===== src/rtl/flag_update_sequencer.sv =====
// Flag update sequencer: runs per-flag update commands through P1 (ALU capture),
// P2 (set/reset issue) and P3 (done), with a one-deep pending command buffer.
module flag_update_sequencer #(
  parameter int unsigned NUM_FLAGS = 3,
  parameter int unsigned P2_CYCLES = 1
) (
  input  logic                   Clk,
  input  logic                   notClk,
  input  logic                   notReset,
  input  logic                   Start,
  input  logic [2*NUM_FLAGS-1:0] FlagOp,
  input  logic [NUM_FLAGS-1:0]   AluFlags,
  output logic [NUM_FLAGS-1:0]   P2_Set,
  output logic [NUM_FLAGS-1:0]   P2_Reset,
  output logic [1:0]             Phase,
  output logic                   Busy,
  output logic                   Done,
  output logic                   Overrun
);

  localparam int unsigned   CW       = (P2_CYCLES > 1) ? $clog2(P2_CYCLES) : 1;
  localparam logic [CW-1:0] CNT_LOAD = CW'(P2_CYCLES - 1);

  typedef enum logic [1:0] {
    S_IDLE = 2'd0,
    S_P1   = 2'd1,
    S_P2   = 2'd2,
    S_P3   = 2'd3
  } state_t;

  state_t                 r_state, w_state_nxt;
  logic [2*NUM_FLAGS-1:0] r_op, w_op_nxt;
  logic [2*NUM_FLAGS-1:0] r_pend_op, w_pend_op_nxt;
  logic                   r_pend, w_pend_nxt;
  logic [NUM_FLAGS-1:0]   r_alu, w_alu_nxt;
  logic [CW-1:0]          r_cnt, w_cnt_nxt;
  logic                   r_ovr, w_ovr_nxt;

  // notClk is only forwarded to the flag flip-flops; not used here
  logic w_unused;
  assign w_unused = notClk;

  // State and datapath registers
  always_ff @(posedge Clk or negedge notReset) begin
    if (!notReset) begin
      r_state   <= S_IDLE;
      r_op      <= '0;
      r_pend_op <= '0;
      r_pend    <= 1'b0;
      r_alu     <= '0;
      r_cnt     <= '0;
      r_ovr     <= 1'b0;
    end else begin
      r_state   <= w_state_nxt;
      r_op      <= w_op_nxt;
      r_pend_op <= w_pend_op_nxt;
      r_pend    <= w_pend_nxt;
      r_alu     <= w_alu_nxt;
      r_cnt     <= w_cnt_nxt;
      r_ovr     <= w_ovr_nxt;
    end
  end

  // Next-state, command buffering and overrun detection
  always_comb begin
    w_state_nxt   = r_state;
    w_op_nxt      = r_op;
    w_pend_op_nxt = r_pend_op;
    w_pend_nxt    = r_pend;
    w_alu_nxt     = r_alu;
    w_cnt_nxt     = r_cnt;
    w_ovr_nxt     = r_ovr;

    case (r_state)
      S_IDLE: begin
        if (Start) begin
          w_op_nxt    = FlagOp;
          w_state_nxt = S_P1;
        end
      end
      S_P1: begin
        w_alu_nxt   = AluFlags;
        w_cnt_nxt   = CNT_LOAD;
        w_state_nxt = S_P2;
      end
      S_P2: begin
        if (r_cnt == '0) w_state_nxt = S_P3;
        else             w_cnt_nxt   = r_cnt - CW'(1);
      end
      S_P3: begin
        if (r_pend) begin
          w_op_nxt    = r_pend_op;
          w_pend_nxt  = 1'b0;
          w_state_nxt = S_P1;
        end else if (Start) begin
          // Buffer-then-promote collapsed: the new command goes straight to active
          w_op_nxt    = FlagOp;
          w_state_nxt = S_P1;
        end else begin
          w_state_nxt = S_IDLE;
        end
      end
      default: w_state_nxt = S_IDLE;
    endcase

    if (Start && (r_state != S_IDLE)) begin
      if (r_pend) begin
        w_ovr_nxt = 1'b1;
      end else if (r_state != S_P3) begin
        w_pend_op_nxt = FlagOp;
        w_pend_nxt    = 1'b1;
      end
    end
  end

  // Set/reset decode from registered op and ALU flags, active only in P2
  always_comb begin
    P2_Set   = '0;
    P2_Reset = '0;
    if (r_state == S_P2) begin
      for (int unsigned i = 0; i < NUM_FLAGS; i++) begin
        case (r_op[2*i +: 2])
          2'b01:   P2_Set[i]   = 1'b1;
          2'b10:   P2_Reset[i] = 1'b1;
          2'b11: begin
            P2_Set[i]   = r_alu[i];
            P2_Reset[i] = ~r_alu[i];
          end
          default: ;
        endcase
      end
    end
  end

  assign Phase   = r_state;
  assign Busy    = (r_state != S_IDLE);
  assign Done    = (r_state == S_P3);
  assign Overrun = r_ovr;

endmodule

===== config.mk =====
export PLATFORM = sky130hd
export DESIGN_NAME = flag_update_sequencer
export DESIGN_NICKNAME = d
export VERILOG_FILES = /design/src/rtl/flag_update_sequencer.sv
export SDC_FILE = /design/constraint.sdc
export NUM_CORES = 1
export LEC_CHECK = 0
export ABC_AREA = 1
export CORE_UTILIZATION = 49
export CTS_CLUSTER_DIAMETER = 60
export DETAILED_ROUTE_END_ITERATION = 6
export PLACE_DENSITY = 0.78
export SYNTH_ARGS = -nofsm -noshare
export SYNTH_HDL_FRONTEND = slang
export SYNTH_SLANG_ARGS = --single-unit

===== constraint.sdc =====
create_clock -name Clk -period 1.5 [get_ports Clk]
set_input_delay 0.15 -clock Clk [delete_from_list [all_inputs] [get_ports Clk]]
set_output_delay 0.15 -clock Clk [all_outputs]
set_load 0.05 [all_outputs]

Yosys cells after proc, flatten, opt, wreduce, memory -nomap -nowiden. Index checks and enable logic that the tools add are counted.

Equality and inequality tests: 15. Bitwise operators: 4. Reductions and logical operators: 8. $add $sub $neg: 1. Mux-type cells: 22.

Operators by type and width (number): $eq 2x2->1 const B (8); $pmux 1 s2 (7); $mux 6 (2); $pmux 6 s2 (1); $eq 2x1->1 const B (4); $pmux 2 s4 (1); $mux 1 (7); $mux 3 (2); $ne 2x2->1 const B (3); $reduce_bool 2->1 (3); $mux 2 (2); $not 1->1 (4); $reduce_and 2->1 (2); $reduce_and 3->1 (1); $logic_not 2->1 (1); $logic_and 1x1->1 (1); $sub 1x1->1 const B (1).

Logic and storage cells: 57. Input bits: 13. Register bits after elaboration: 20.

Depth between registers and ports, before layout. Gate-level depths: netlist (run 1).

Word-level depth: 5. Depth in mapped cells: 7. Gate-level depth less buffers: 6.

Worst setup path before layout (run 1). No wires, ideal clock.

Kind: reg-to-output. Start point: register r_state[0] (netlist: Phase[0]). End point: output port P2_Reset[0]. Stages on the path, launching flop included: 5. Path buffers: 0. Required time: 1350 ps. Path slack: -504 ps. Data arrival time: 1854 ps. Cell sequence: dfrtp_1 inv_1 ha_1 nand2_1 a21oi_1.

Cells in the longest elaborated chain, start to end: 2.

Ends and longest elaborated chain: start, declared (line 31) `state_t r_state, w_state_nxt;`; start signal, assigned (line 54) `r_state <= w_state_nxt;`; $eq 2x2->1 (line 120) `if (r_state == S_P2) begin`; $mux 3 (line 120); end, declared (line 14) `output logic [NUM_FLAGS-1:0] P2_Reset,`.

No other way between the ends.

Final worst setup path (run 1).
Start point: register r_state[0] (netlist: Phase[0]). End point: output port P2_Set[1].

Cells in the longest elaborated chain, start to end: 2.

Ends and longest elaborated chain: $eq 2x2->1 (line 120); $mux 3 (line 120); end, declared (line 13) `output logic [NUM_FLAGS-1:0] P2_Set,`.

No other way between the ends.

==> out/metrics.cfg, run 1 <==
[power]
p_leak_nw = 0.736
p_int_mw = 1.86
pwr_density_cell_nw_per_um2 = 2290
ir_drop_mv = 2.08
clkPwrFrac = 0.074
p_switching_mw = 1.71
seq_power_share = 0.281
comb_power_share = 0.644
swShare = 0.479

[clock_network]
clock-sinks = 19
insertion_delay_ns = 0.30
cts_max_level = 1
cts_root_buf = clkbuf_4
cts_tree = built
cts_buffers = 3
cts.path.max_buffers = 2
clkTransAtPathRegs_ns = 0.11

[sta]
drv_slew = 0
hold_viol = 0
max_freq_mhz = 662
worst_slew_pin_slew_ns = 0.245
finalWorstSetupSlack_ns = -0.0107
clock_skew_ns = 0.00720
fin_crit_sh = 1.01
rsz0062_at_grt = true
max_slew_margin = 0.835
setup_viol = 5
fin_crit_ns = 1.51

[drt]
avgViaCountPerCell = 5.09
drt-total-wl_um = 2390
drt-wirelength-per-cell_um = 12.4
firstDrtPassIters = 6
vias = 978
post-route-drc-count = 0
antenna_left = 0
drt_iter0_drc = 13

[floorplanning]
initial_core_util = 0.538
rows = 16
die_x_um = 49.1
die_y_um = 49.1
ios = 24
core_area_um2 = 2020
fp.dieArea_um2 = 2410

[cells_and_area]
fillers = 137
syn_to_final_growth_pct = 43.0
final_net_count = 185
antenna_cells = 0
final_util = 0.769
layout.cells.non_filler = 192
layout-drive-gt1-share = 0.255

[global_route]
grt_pass1_vias = 948
grt_usage = 0.227
antenna_found_initial = 0
grt_pass1_wl_um = 4210
overflow = 0
grt_max_degree = 20

[synthesis]
syn_area_per_cell_um2 = 7.94
syn-instance-count = 137
synthTopCellsByArea = dfrtp_1, nand2_1, ha_1
synth.ff_latch_count = 19
synthArstFlopShare = 1.00
synth_seq_area_share = 0.437
synth.most_common_cell = nand2_1
yosys.area.top_type = dfrtp_1
synth_ff_type = dfrtp_1
synth_cell_types = 19
synth.top_cell.area_share = 0.437
ys_warn_count = 0
synth.top_cells.by_count = nand2_1, dfrtp_1, nor2_1
synth_edf_count = 0
synth_fp_nets = 156
netlist_area_um2 = 1090

[worst_setup_path]
critPathCaptureType = output port
worst_ep_arrival_time_ns = 1.36
r2r_start = Phase[0]$_DFFE_PN0P_
startpoint = Phase[0]$_DFFE_PN0P_
cp_max_fo = 6
worst_ep_required_time_ns = 1.35
cp-start-kind = register
worstSetupPathType = reg2out

[placed_design]
dp_hpwl_um = 1730
numPortBuffers = 22
routabilityCongestion = 0.820
dp_slack_ns = 0.0916
placed_cells = 186

[run_status]
violations = negative setup slack
status = finished with violations

[job]
max_cap_viol_count = 0

[min_path]
hold_class = in2async

-- metrics by stage --
step	setup TNS [ns]	hold slack, ns	power (mW)	instance area [um2]
final	-0.0327	0.177	3.57	1560
after floorplan	-0.465	-0.146	2.42	1140
after global placement	0	0.463	3.04	1480
after global routing	-0.283	0.210	3.84	1560
after detailed placement	0	0.467	3.11	1480
after CTS	-0.0296	0.186	3.56	1560
-- power groups by stage --
stage          combinational, mW  sequential, mW  clock [mW]
3_5_place_dp                2.11            1.01           0
3_3_place_gp                2.05           0.993           0
6_report                    2.30            1.00       0.266
4_1_cts                     2.29            1.00       0.270
5_1_grt                     2.53            1.03       0.282
2_1_floorplan               1.35            1.07           0
-- what timing repair did --
| item | in CTS | in global routing |
|---|---|---|
| hold buffers | 0 | 0 |
| hold endpoints to repair | 0 | 0 |
| gates resized for setup | 9 | 0 |
| pin swaps | 0 | 0 |
| setup buffers | 2 | 0 |
| endpoints found under the setup margin | 7 | 6 |
-- critical path: stages, from the launching register on --
cell,delay [ns]
dfrtp_2,0.44
inv_4,0.07
ha_4,0.16
nand2_1,0.07
a21oi_2,0.16
buf_12,0.16
-- cell type report --
| type | instances | area [um2] | area share |
|---|---|---|---|
| Multi-Input combinational cell | 106 | 617 | 0.397 |
| Inverter | 9 | 57.6 | 0.0370 |
| Tap cell | 27 | 33.8 | 0.0217 |
| Timing Repair Buffer | 27 | 343 | 0.220 |
| Sequential cell | 19 | 478 | 0.307 |
| Clock buffer | 4 | 26.3 | 0.0169 |
-- per-layer routing --
| metal | GRT usage | routed length [um] |
|---|---|---|
| met1 | 0.275 | 1080 |
| met2 | 0.388 | 1190 |
| met3 | 0.0405 | 85 |
| met4 | 0.103 | 38 |
| met5 | 0 | 0 |
-- placed cells by master (no fill, tap or decap), drive strengths merged --
cell / synthesis / layout
clkbuf: 0 / 4
nand3: 8 / 8
clkdlybuf4s50: 0 / 11
buf: 3 / 16
o21bai: 1 / 1
a21oi: 6 / 6
ha: 6 / 6
o21ai: 7 / 7
nor2: 14 / 14
nand2: 58 / 58
nand4: 6 / 6
dfrtp: 19 / 19
bufinv: 1 / 1
inv: 8 / 8
-- state kept, by name (all words and copies together) (netlist names) --
name / cells
Overrun: 1
Phase: 2
r_alu: 3
r_op: 6
r_pend: 1
r_pend_op: 6
-- cell families after synthesis --
kind of cell | after synthesis | share of synthesized area
compound gates | 14 | 0.0667
fa+ha+maj | 6 | 0.0690
buf+inv | 12 | 0.0737
flops | 19 | 0.437
simple gates | 86 | 0.353
-- worst paths after layout --
| kind | endpoint | slack [ns] | cells after the start |
|---|---|---|---|
| hold reg to reg | r_pend_op[3]$_DFFE_PN0P_ | 0.49 | 2 |
| max in group asynchronous | Phase[1]$_DFFE_PN0P_ | 1.10 | 2 |
| setup reg to reg | r_op[1]$_DFFE_PN0P_ | 0.19 | 6 |
| min in group Clk | r_alu[1]$_DFFE_PN0N_ | 0.40 | 3 |
| hold / removal | r_op[3]$_DFFE_PN0P_ | 0.18 | 2 |
| setup / recovery | P2_Set[1] | -0.01 | 5 |
Power figures use the tool's default switching activity.
==> inputs of run 2 (changes only) <==
--- a/config.mk
+++ b/config.mk
@@ -9,6 +9,7 @@
 export CORE_UTILIZATION = 49
 export CTS_CLUSTER_DIAMETER = 60
 export DETAILED_ROUTE_END_ITERATION = 6
+export HOLD_SLACK_MARGIN = 0.15
 export PLACE_DENSITY = 0.78
 export SYNTH_ARGS = -nofsm -noshare
 export SYNTH_HDL_FRONTEND = slang
==> results of run 2 <==
Same layout as run 1: the final DEF is identical, and so are final timing and power.
==> inputs of run 3 (changes only) <==
--- a/config.mk
+++ b/config.mk
@@ -6,11 +6,11 @@
 export NUM_CORES = 1
 export LEC_CHECK = 0
 export ABC_AREA = 1
-export CORE_UTILIZATION = 49
+export CORE_UTILIZATION = 50
 export CTS_CLUSTER_DIAMETER = 60
 export DETAILED_ROUTE_END_ITERATION = 6
+export DONT_BUFFER_PORTS = 1
 export HOLD_SLACK_MARGIN = 0.15
-export PLACE_DENSITY = 0.78
 export SYNTH_ARGS = -nofsm -noshare
 export SYNTH_HDL_FRONTEND = slang
 export SYNTH_SLANG_ARGS = --single-unit
==> out/metrics.cfg, run 3 (same netlist as run 1, synthesis figures left out) <==
[global_route]
grt_usage = 0.222
grt_pass1_wl_um = 4040
overflow = 0
grt_max_degree = 20
antenna_found_initial = 0
grt_pass1_vias = 921

[cells_and_area]
layout_commonest_cell = nand2_1
layout.cells.non_filler = 189
antenna_cells = 0
final_cell_mix = nand2_1, dfrtp_1, nor2_1, dlygate4sd3_1
final_cell_area_um2 = 1490
reg_top3 = r_op x6, r_pend_op x6, r_alu x3
layout-drive-gt1-share = 0.228
final_net_count = 182
syn_to_final_growth_pct = 36.8

[sta]
rsz0062_at_grt = true
finalWorstSetupSlack_ns = -0.0141
fin_crit_ns = 1.51
fin_crit_sh = 1.01
max_slew_margin = 0.404
worst_slew_pin_slew_ns = 0.892
drv_slew = 0
tns_ns = -0.0639
hold_viol = 0
clock_skew_ns = 0.00180
max_freq_mhz = 660
setup_viol = 7

[clock_network]
cts_buffers = 3
cts_tree = built
cts_root_buf = clkbuf_4
cts.path.max_buffers = 2
clkTransAtPathRegs_ns = 0.11
clock-sinks = 19
cts_max_level = 1
insertion_delay_ns = 0.30

[drt]
post-route-drc-count = 0
antenna_left = 0
drt-total-wl_um = 2360
drt_iter0_drc = 13
firstDrtPassIters = 4
avgViaCountPerCell = 5.11
vias = 965
drt-wirelength-per-cell_um = 12.5

[min_path]
hold_class = in2async

[floorplanning]
ios = 24
core_area_um2 = 2000
fp.dieArea_um2 = 2360
initial_core_util = 0.543
rows = 16
die_x_um = 48.6
die_y_um = 48.6

[worst_setup_path]
worstSetupPathType = reg2out
cp_max_fo = 4
cp-start-kind = register
worst_ep_required_time_ns = 1.35
critPathCaptureType = output port
worst_ep_arrival_time_ns = 1.36

[run_status]
violations = negative setup slack
status = finished with violations

[power]
finalPower_mw = 3.37
p_switching_mw = 1.65
pwr_density_cell_nw_per_um2 = 2270
p_leak_nw = 0.714
swShare = 0.489
ir_drop_mv = 1.84
p_int_mw = 1.72
clkPwrFrac = 0.079
seq_power_share = 0.297
comb_power_share = 0.624

[placed_design]
postPlaceCellArea_um2 = 1320
placed_cells = 172
numPortBuffers = 0
dp_hpwl_um = 1720
routabilityCongestion = 0.798

[job]
max_cap_viol_count = 0

## run 3: timing repair
| item | CTS | global route |
|---|---|---|
| endpoints found under the hold margin | 38 | 0 |
| buffers inserted | 1 | 1 |
| setup endpoints to repair | 7 | 8 |
| gates resized for setup | 5 | 0 |
| hold buffers | 11 | 0 |
## run 3: through the flow
stage | utilization | worst slack, ns | hold WS, ns
global placement | 0.659 | 0.188 | -0.145
finish | 0.743 | -0.0141 | 0.405
global route | 0.743 | -0.0880 | 0.463
floorplan | - | -0.0954 | -0.146
CTS | 0.739 | -0.0293 | 0.420
detailed placement | 0.659 | 0.147 | -0.145
## run 3: final timing paths
path,from,to,slack (ns),depth (start not counted)
hold reg to reg,r_pend_op[2]$_DFFE_PN0P_,r_pend_op[2]$_DFFE_PN0P_,0.49,2
setup reg to reg,Phase[0]$_DFFE_PN0P_,r_op[3]$_DFFE_PN0P_,0.13,6
setup / recovery,Phase[1]$_DFFE_PN0P_,Busy,-0.01,4
min in group Clk,r_pend_op[2]$_DFFE_PN0P_,r_pend_op[2]$_DFFE_PN0P_,0.49,2
max in group asynchronous,notReset,Phase[0]$_DFFE_PN0P_,0.49,1
hold / removal,notReset,r_op[5]$_DFFE_PN0P_,0.41,1
## run 3: cell type report
| cell class | count | area (um2) |
|---|---|---|
| clock buffers | 4 | 26.3 |
| fillers | 158 | 514 |
| inverters | 9 | 57.6 |
| multi-input cells | 106 | 597 |
| flip-flops and latches | 19 | 478 |
| well taps | 27 | 33.8 |
| repair buffers | 24 | 295 |
## run 3: worst max-delay path: stages, from the launching register on
cell     delay [ns]
dfrtp_2        0.47
inv_1          0.10
ha_2           0.29
inv_4          0.06
buf_12         0.15
## run 3: power groups by stage
stage,Combinational (mW),Clock [mW],Sequential (mW)
2_1_floorplan,1.35,0,1.07
3_3_place_gp,1.93,0,0.991
3_5_place_dp,1.99,0,0.998
4_1_cts,2.10,0.273,1.00
5_1_grt,2.32,0.289,1.04
6_report,2.11,0.265,1.00
## run 3: metal layers
metal,up-vias,share of wire,track usage
met2,16,0.51,0.398
met1,456,0.44,0.255
met5,-,0,0
li1,489,-,-
met4,0,0.012,0.0588
met3,4,0.035,0.0629
